$ cat src/rtl/reg_8.sv
`default_nettype none
// ============================================================================
// Module      : reg_8
// Description : General-purpose storage register with load enable for the EMU
//               datapath (accumulator, operand and address latches). Captures
//               I on a rising clock edge when E is high and holds otherwise.
//               Optional even-parity output P = ^Q when the macro
//               REG8_PARITY_EN is defined; without it, port P is absent.
// Revision    : 1.0 - initial release
// ============================================================================
module reg_8 #(
  parameter int               WIDTH       = 8,
  parameter logic [WIDTH-1:0] RESET_VALUE = '0
) (
  input  logic             clock,
  input  logic             reset,
  input  logic [WIDTH-1:0] I,
  input  logic             E,
`ifdef REG8_PARITY_EN
  output logic [WIDTH-1:0] Q,
  output logic             P
`else
  output logic [WIDTH-1:0] Q
`endif
);

  logic [WIDTH-1:0] r_q;

  // Storage element: reset has priority over load; with E low the value holds.
  always_ff @(posedge clock) begin
    if (reset) begin
      r_q <= RESET_VALUE;
    end else if (E) begin
      r_q <= I;
    end
  end

  // Q is driven straight from the flops, so no input reaches it combinationally.
  assign Q = r_q;

`ifdef REG8_PARITY_EN
  // Parity is taken from the registered value, so it changes together with Q.
  assign P = ^r_q;
`endif

endmodule
`default_nettype wire

$ cat config.mk
export PLATFORM = sky130hd
export DESIGN_NAME = reg_8
export DESIGN_NICKNAME = d
export VERILOG_FILES = /design/src/rtl/reg_8.sv
export SDC_FILE = /design/constraint.sdc
export NUM_CORES = 1
export LEC_CHECK = 0
export BUFFER_PORTS_ARGS = -buffer_cell sky130_fd_sc_hd__buf_2
export CAP_MARGIN = 10
export CELL_PAD_IN_SITES_DETAIL_PLACEMENT = 1
export CELL_PAD_IN_SITES_GLOBAL_PLACEMENT = 2
export CORE_MARGIN = 3
export CORE_UTILIZATION = 21
export CTS_CLUSTER_SIZE = 30
export DETAILED_ROUTE_END_ITERATION = 10
export GPL_TIMING_DRIVEN = 0
export HOLD_SLACK_MARGIN = 0.06
export MAX_ROUTING_LAYER = met4
export PLACE_DENSITY = 0.71
export RECOVER_POWER = 50
export SETUP_SLACK_MARGIN = 0.1
export SYNTH_ARGS = -nofsm -noshare
export SYNTH_HDL_FRONTEND = slang
export SYNTH_SLANG_ARGS = --single-unit
$ cat constraint.sdc
create_clock -name clock -period 1 [get_ports clock]
set_input_delay 0.15 -clock clock [delete_from_list [all_inputs] [get_ports clock]]
set_output_delay 0.15 -clock clock [all_outputs]
set_load 0.05 [all_outputs]
==> results of run 1 <==
-- how the worst min path moves through the flow --
stage                             end  from  cells past startpoint
floorplan           Q[0]$_SDFFE_PP0P_  I[0]                      2
global placement    Q[6]$_SDFFE_PP0P_  I[6]                      3
detailed placement  Q[5]$_SDFFE_PP0P_  I[5]                      3
CTS                 Q[5]$_SDFFE_PP0P_  I[5]                      3
global route        Q[7]$_SDFFE_PP0P_  I[7]                      3
finish              Q[5]$_SDFFE_PP0P_  I[5]                      3
-- cells in the mapped netlist --
cell type | count | area share
buf_1 | 1 | 0.013
dfxtp_1 | 8 | 0.56
buf_6 | 1 | 0.039
mux2i_1 | 8 | 0.28
nor2_1 | 8 | 0.11
-- routing by layer --
layer	GRT usage	share of wire	vias up	wire length (um)
met3	0.0297	0.12	2	84
met1	0.0937	0.42	108	280
met5	-	0	-	0
met4	0.0373	0.015	0	10
li1	-	-	126	-
met2	0.108	0.44	14	299
-- power groups by stage --
stage / registers (W) / clock network, W / logic, W
floorplan: 0.000420 / 0 / 0.0000404
global placement: 0.000352 / 0 / 0.000145
detailed placement: 0.000353 / 0 / 0.000149
CTS: 0.000355 / 0.000249 / 0.000171
global route: 0.000356 / 0.000270 / 0.000195
finish: 0.000355 / 0.000234 / 0.000187
-- kinds of logic after synthesis --
kind of cell	after synthesis
AND/OR/NAND/NOR	8
multiplexers	8
flip-flops	8
buffers and inverters	2
-- cell type report --
cell class                      count  area, um^2  share of cell area
Clock buffer                        3        22.5              0.0457
Buffer                              2        15.0              0.0305
Sequential cell                     8         160               0.325
Multi-Input combinational cell     16         110               0.223
Tap cell                           14        17.5              0.0355
Timing Repair Buffer               17         168               0.340
-- metrics by stage --
stage / total power (W) / worst slack [ps] / util / instances / cell area [um^2]
finish: 0.000776 / 86.5 / 0.416 / 60 / 493
detailed placement: 0.000502 / 275 / 0.323 / 56 / 383
CTS: 0.000776 / 107 / 0.392 / 59 / 465
global placement: 0.000497 / 288 / 0.323 / 56 / 383
floorplan: 0.000460 / 118 / - / 26 / 285
global route: 0.000822 / 45.1 / 0.416 / 60 / 493
-- timing repair --
item / 4_1_cts / 5_1_grt
resized for setup: 24 / 8
endpoints found under the setup margin: 8 / 8
buffers inserted: 0 / 1
gates cloned: 0 / 0
==> run metrics, run 1 <==
status complete, no violations; synth unique cells 5; Pint around 0.00056 W; adder-cell share of the synthesized area 0; full die area roughly 1800 um^2; Final min period about 900 ps; Die Width around 43 um; commonest cells after routing, fill and taps aside dfxtp_1, mux2i_1, nor2_1, buf_2, buf_8; Total Wirelength between 600 and 700 um; reg-to-reg startpoint Q[1]$_SDFFE_PP0P_; Detail Route Antenna Nets 0; Worst Setup SP Q[6]$_SDFFE_PP0P_; FF+latch count, synth 8; power share of the combinational group 0.241; max FFs per register 8; CTS Hold Bufs 0; WP data required between 800 and 900 ps; mean post-synth cell area ~11 um^2; R2R cell count 3; Fillers between 100 and 150; NumNets Final 59; Final TNS setup 0 ps; clk root buf clkbuf_4; Post-Synthesis Cells 26; sequential power share 0.458; worst slew pin tran about 350 ps; core area about 1200 um^2; MaxCap Viol Count 0; IO Count 19; critical path fanouts, max 2; DRT Pass-1 Iters 2; worst hold slack ~140 ps; Setup crit end Q[6]; Congestion Overflow GR 0; Crit path depth 1; RSZ-0062 raised after global routing yes; GR Util All Layers 0.0764; Max Root-Sink Buffers 2; flop2flop setup slack around 220 ps; Reg-to-Reg End Q[1]$_SDFFE_PP0P_; slew margin rel. 0.769; Via density roughly 4.2; Max Slew Vio Count 0; maximum vdd ir drop 0.751 mV; fmax 1090 MHz; clk_lat worst skew between 200 and 250 ps; cts bufs inserted 3; Net Count, Synth 37; CP Buf/Inv Count 1; first-pass GRT wire length slightly above 1 mm; initial antenna violation count 0; number of remaining DRC errors 0; final setup fails 0; post-synthesis sequential area ratio 0.561; GP Congestion 0.594; diodes inserted 0; leakage approximately 0.24 nW; Synth Area in Compound Gates 0; Post-Synth XOR/XNOR Area 0; Clk network pwr share 0.302; Worst Hold Class in2reg; Hold Fails Final Rpt 0; largest net degree at the start of global routing 9; Syn. warnings 0; Critical Path, Cell by Cell buf_8; Switch Pwr around 0.00021 W; Worst Setup End Kind primary output; Largest stage delay, worst path 360 ps; DR WL/cell 11.2 um; multiplexer area fraction after synthesis 0.281; num rows 12; Top delay family on crit path flip-flops; Post-Syn Area roughly 290 um^2; switch share 0.277; Clk pin slew, worst setup/hold paths 50 ps; CP startpoint kind flip-flop; DR iter-0 viols 4; PwrDens approximately 1600 nW/um^2; vias in the first global route 252; clk_skew 0 ps; Syn-to-layout area delta 72.8%; clk sink count 8; share of cells above drive strength 1 0.457; largest family of logic cells by synthesized area multiplexers; critical path class reg2out; starting density of the core 0.241; CP Data Arrival Time around 760 ps; Buffers on Ports 16; H-tree depth 1; CP max stage cell dfxtp_1; final critical-path share of the clock period 0.914; simple-gate share of the synthesized area 0.105; via count 250; CTS tree built; Vert. Die Dim 42.9 um
(Power assumes the default switching activity.)
==> inputs of run 2 (changes only) <==
Settings changed: CORE_UTILIZATION 21 to 18, PLACE_DENSITY 0.71 to 0.65, SLEW_MARGIN set to 20.
Clock period 1 ns to 0.8 ns, I/O delays scaled along.
==> run 2 against run 1 <==
The run now ends with setup timing left. Setup slack lost 140 ps. Clock power grew 26%. Largest power group unchanged. Clock-buffer cell count is the same. Cell count grew 1.7%. Flip-flop and latch count is the same. Global-route usage grew 0.59 points. Sequential share of layout area grew 3.8 points. Clock skew is the same. Highest routed layer is now met3. Die area grew 14%.
==> run metrics, run 2 (synthesis results as in run 1) <==
Critical Path, Cell by Cell buf_8; Hold Fails Final Rpt 0; status finished, violations left; WP data required around 680 ps; Largest stage delay, worst path around 350 ps; Crit path depth 1; Final min period between 800 and 900 ps; num rows 13; DRT Pass-1 Iters 2; clk root buf clkbuf_4; commonest cells after routing, fill and taps aside dfxtp_4, mux2i_1, nor2_1, buf_2, buf_8; CP Data Arrival Time approximately 730 ps; Util after Layout 0.375; Worst Hold Class in2reg; full die area roughly 2100 um^2; Max Root-Sink Buffers 2; global-route track usage on met1 0.0749; Die Width ~46 um; diodes inserted 0; Buffers on Ports 16; Detail Route Antenna Nets 0; largest net degree at the start of global routing 9; final setup fails 8; CTS tree built; R2R cell count 3; clk_lat worst skew around 240 ps; MaxCap Viol Count 0; CP Buf/Inv Count 1; failing checks setup timing; CP startpoint kind flip-flop; Total Wirelength a little under 700 um; first-pass GRT wire length about 1.1 mm; Vert. Die Dim 45.8 um; GR Util met3 0.0632; final non-filler cell total 61; slew margin rel. 0.766; maximum vdd ir drop between 0.8 and 0.9 mV; RSZ-0062 raised after global routing yes; vias in the first global route 252; final critical-path share of the clock period 1.07; GP Congestion 0.547; starting density of the core 0.204; post-DP HPWL roughly 520 um; Congestion Overflow GR 0; leakage around 0.25 nW; clk sink count 8; Clk pin slew, worst setup/hold paths 50 ps; Via density 4.15; critical path class reg2out; DR WL/cell ~11 um; gr busiest metal met2; NumNets Final 59; fmax 1170 MHz; Inst Count DP 57; via count about 250; DR iter-0 viols 1; max FFs per register 8; Syn-to-layout area delta 83.8%; setup ws final -53.4 ps; M2 GR Usage 0.136; Worst Setup End Kind primary output; core area 1400 um^2; PwrDens 1840 nW/um^2; initial antenna violation count 0; post-place setup slack between 100 and 150 ps; CP max stage cell dfxtp_4; number of remaining DRC errors 0; Final TNS setup -396 ps; GR Util All Layers 0.0823; total power approximately 0.00096 W; share of cells above drive strength 1 0.630; worst slew pin tran roughly 350 ps; critical path fanouts, max 2; H-tree depth 1; IO Count 19; cts bufs inserted 3; worst hold path depth 3; Top delay family on crit path flip-flops; Max Slew Vio Count 0; clk_skew 0 ps
[run 2: cell counts in the layout (fill, tap and decap cells not counted)]
No cell type changed its count.
[run 2: final timing paths]
| kind | startpoint | to | slack (ps) |
|---|---|---|---|
| hold reg to reg | Q[7]$_SDFFE_PP0P_ | Q[7]$_SDFFE_PP0P_ | 510 |
| hold / removal | I[2] | Q[2]$_SDFFE_PP0P_ | 110 |
| setup reg to reg | Q[5]$_SDFFE_PP0P_ | Q[5]$_SDFFE_PP0P_ | 50 |
| setup / recovery | Q[4]$_SDFFE_PP0P_ | Q[4] | -50 |
[run 2: per-layer routing]
layer	share of wire	vias up
met4	0	0
li1	-	126
met1	0.34	112
met3	0.12	0
met2	0.54	15
met5	0	-
[run 2: layout make-up]
cell class | instances | area, um^2
flip-flops and latches | 8 | 190
repair buffers | 17 | 168
multi-input cells | 16 | 110
clock buffers | 3 | 22.5
plain buffers | 2 | 15.0
fillers | 150 | 875
well taps | 15 | 18.8
[run 2: repair_timing]
item,4_1_cts,5_1_grt
gates resized for setup,24,0
hold buffers,0,0
endpoints found under the setup margin,8,9
setup buffers,0,1
[run 2: per-stage QoR]
step / area [um^2] / hold WS, ps
6_report: 524 / 109
5_1_grt: 524 / 105
4_1_cts: 517 / 102
3_5_place_dp: 414 / 367
3_3_place_gp: 414 / 354
2_1_floorplan: 315 / 266
[run 2: report_power, final]
group,internal (W),switching [W]
Clock,0.000171,0.000125
Combinational,0.000108,0.000127
Sequential,0.000413,0.0000197
==> inputs of run 3 (changes only) <==
Settings changed: SETUP_SLACK_MARGIN 0.1 to not set.
==> run 3 against run 2 <==
The run still ends with setup timing left. Routed wire length increased by 5.7%. First-iteration DRC count rose to 3.0 times the previous value. Core utilization is 2.2 points lower. Flip-flop and latch count stayed put. Critical path depth is the same. Total power up 2.1%. Hold slack got worse by 4.5 ps. Clock-buffer cell count stayed put. Via count did not move. Sequential power up 3%. Largest cell class is now buffers. Setup slack worse by 8.1 ps.
==> run metrics, run 3 (synthesis results as in run 1) <==
status finished, violations left; clk sink count 8; CP max stage cell dfxtp_2; Vert. Die Dim 45.8 um; Detail Route Antenna Nets 0; GR Util All Layers 0.0823; commonest cells after routing, fill and taps aside dfxtp_2, mux2i_1, nor2_1, buf_2, buf_8; Worst Hold End Q[2]$_SDFFE_PP0P_; Total Wirelength ~740 um; CTS tree built; NumNets Final between 50 and 60; final setup fails 8; largest net degree at the start of global routing 9; critical path class reg2out; Max Slew Vio Count 0; Congestion Overflow GR 0; critical path fanouts, max 2; post-place setup slack roughly 120 ps; Finished Cell Area roughly 490 um^2; fmax 1160 MHz; starting density of the core 0.204; Critical Path, Cell by Cell buf_8; failing checks setup timing; Fillers 161; DR WL/cell approximately 12 um; Largest stage delay, worst path 340 ps; CP startpoint kind flip-flop; CP Data Arrival Time about 740 ps; IO Count 19; initial antenna violation count 0; cts bufs inserted 3; Die Width 45.8 um; leakage ~0.24 nW; reg-to-reg startpoint Q[7]$_SDFFE_PP0P_; DRT Pass-1 Iters 2; sequential cell area 170 um^2; diodes inserted 0; WP data required 680 ps; post-DP HPWL ~570 um; worst slew pin tran between 300 and 400 ps; Hold Fails Final Rpt 0; slew margin rel. 0.772; Top delay family on crit path flip-flops; maximum vdd ir drop 0.728 mV; Worst Hold Class in2reg; clk_skew 0 ps; final critical-path share of the clock period 1.08; R2R cell count 2; flop2flop setup slack 160 ps; core area about 1400 um^2; first-pass GRT wire length about 1.1 mm; setup ws final -61.5 ps; Final min period about 860 ps; via count 253; MaxCap Viol Count 0; full die area between 2000 and 2500 um^2; GP Congestion roughly 0.56; Syn-to-layout area delta 72.8%; Via density around 4.2; max FFs per register 8; Clk pin slew, worst setup/hold paths around 60 ps; Multi-input gate area between 100 and 150 um^2; min-delay src I[2]; Reg-to-Reg End Q[7]$_SDFFE_PP0P_; H-tree depth 1; PwrDens roughly 2000 nW/um^2; clk_lat worst skew 250 ps; Post CTS Setup Buffer Count 0; CP Buf/Inv Count 1; Buffers on Ports 16; placed cell areas 394 um^2; number of remaining DRC errors 0; worst hold path depth 3; DR iter-0 viols 3; share of cells above drive strength 1 0.622; Worst Setup End Kind primary output; Max Root-Sink Buffers 2; num rows 13; clk root buf clkbuf_4; RSZ-0062 raised after global routing yes; vias in the first global route roughly 260
-- run 3: what timing repair did --
action	4_1_cts	5_1_grt
endpoints found under the setup margin	8	8
gates resized for setup	20	3
gates cloned	0	0
hold buffers	0	0
-- run 3: final cells by class --
type | instances | share of cell area
Multi-Input combinational cell | 16 | 0.223
Timing Repair Buffer | 16 | 0.317
Sequential cell | 8 | 0.345
Clock buffer | 3 | 0.0457
Tap cell | 15 | 0.0381
Buffer | 2 | 0.0305
-- run 3: how the worst max path moves through the flow --
stage                                   end  depth (start not counted)               from  slack [ps]
after floorplan           Q[0]$_SDFFE_PP0P_                          2  Q[0]$_SDFFE_PP0P_          80
after global routing                   Q[4]                          1  Q[4]$_SDFFE_PP0P_        -110
final                                  Q[2]                          1  Q[2]$_SDFFE_PP0P_         -60
after detailed placement               Q[2]                          1  Q[2]$_SDFFE_PP0P_         120
after CTS                              Q[4]                          1  Q[4]$_SDFFE_PP0P_         -70
after global placement                 Q[6]                          1  Q[6]$_SDFFE_PP0P_         130
-- run 3: metal layers --
layer  track usage  vias to the layer above  wire length (um)
met5             -                        -                 0
met2         0.142                       11               401
met4        0.0170                        0                 0
met1        0.0726                      119               263
met3        0.0593                        0                71
li1              -                      123                 -
-- run 3: where the power goes --
group	internal [W]	switching [W]
Combinational	0.000102	0.000126
Sequential	0.000428	0.0000197
Clock	0.000172	0.000137
-- run 3: through the flow --
step           total power [W]  hold slack [ps]  std cells   util  TNS (ps)
2_1_floorplan         0.000581              267         26      -         0
5_1_grt                0.00105             99.9         60  0.352      -735
4_1_cts                0.00100             95.2         60  0.344      -547
6_report              0.000984              105         60  0.352      -437
3_3_place_gp          0.000627              355         57  0.282         0
3_5_place_dp          0.000633              363         57  0.282         0
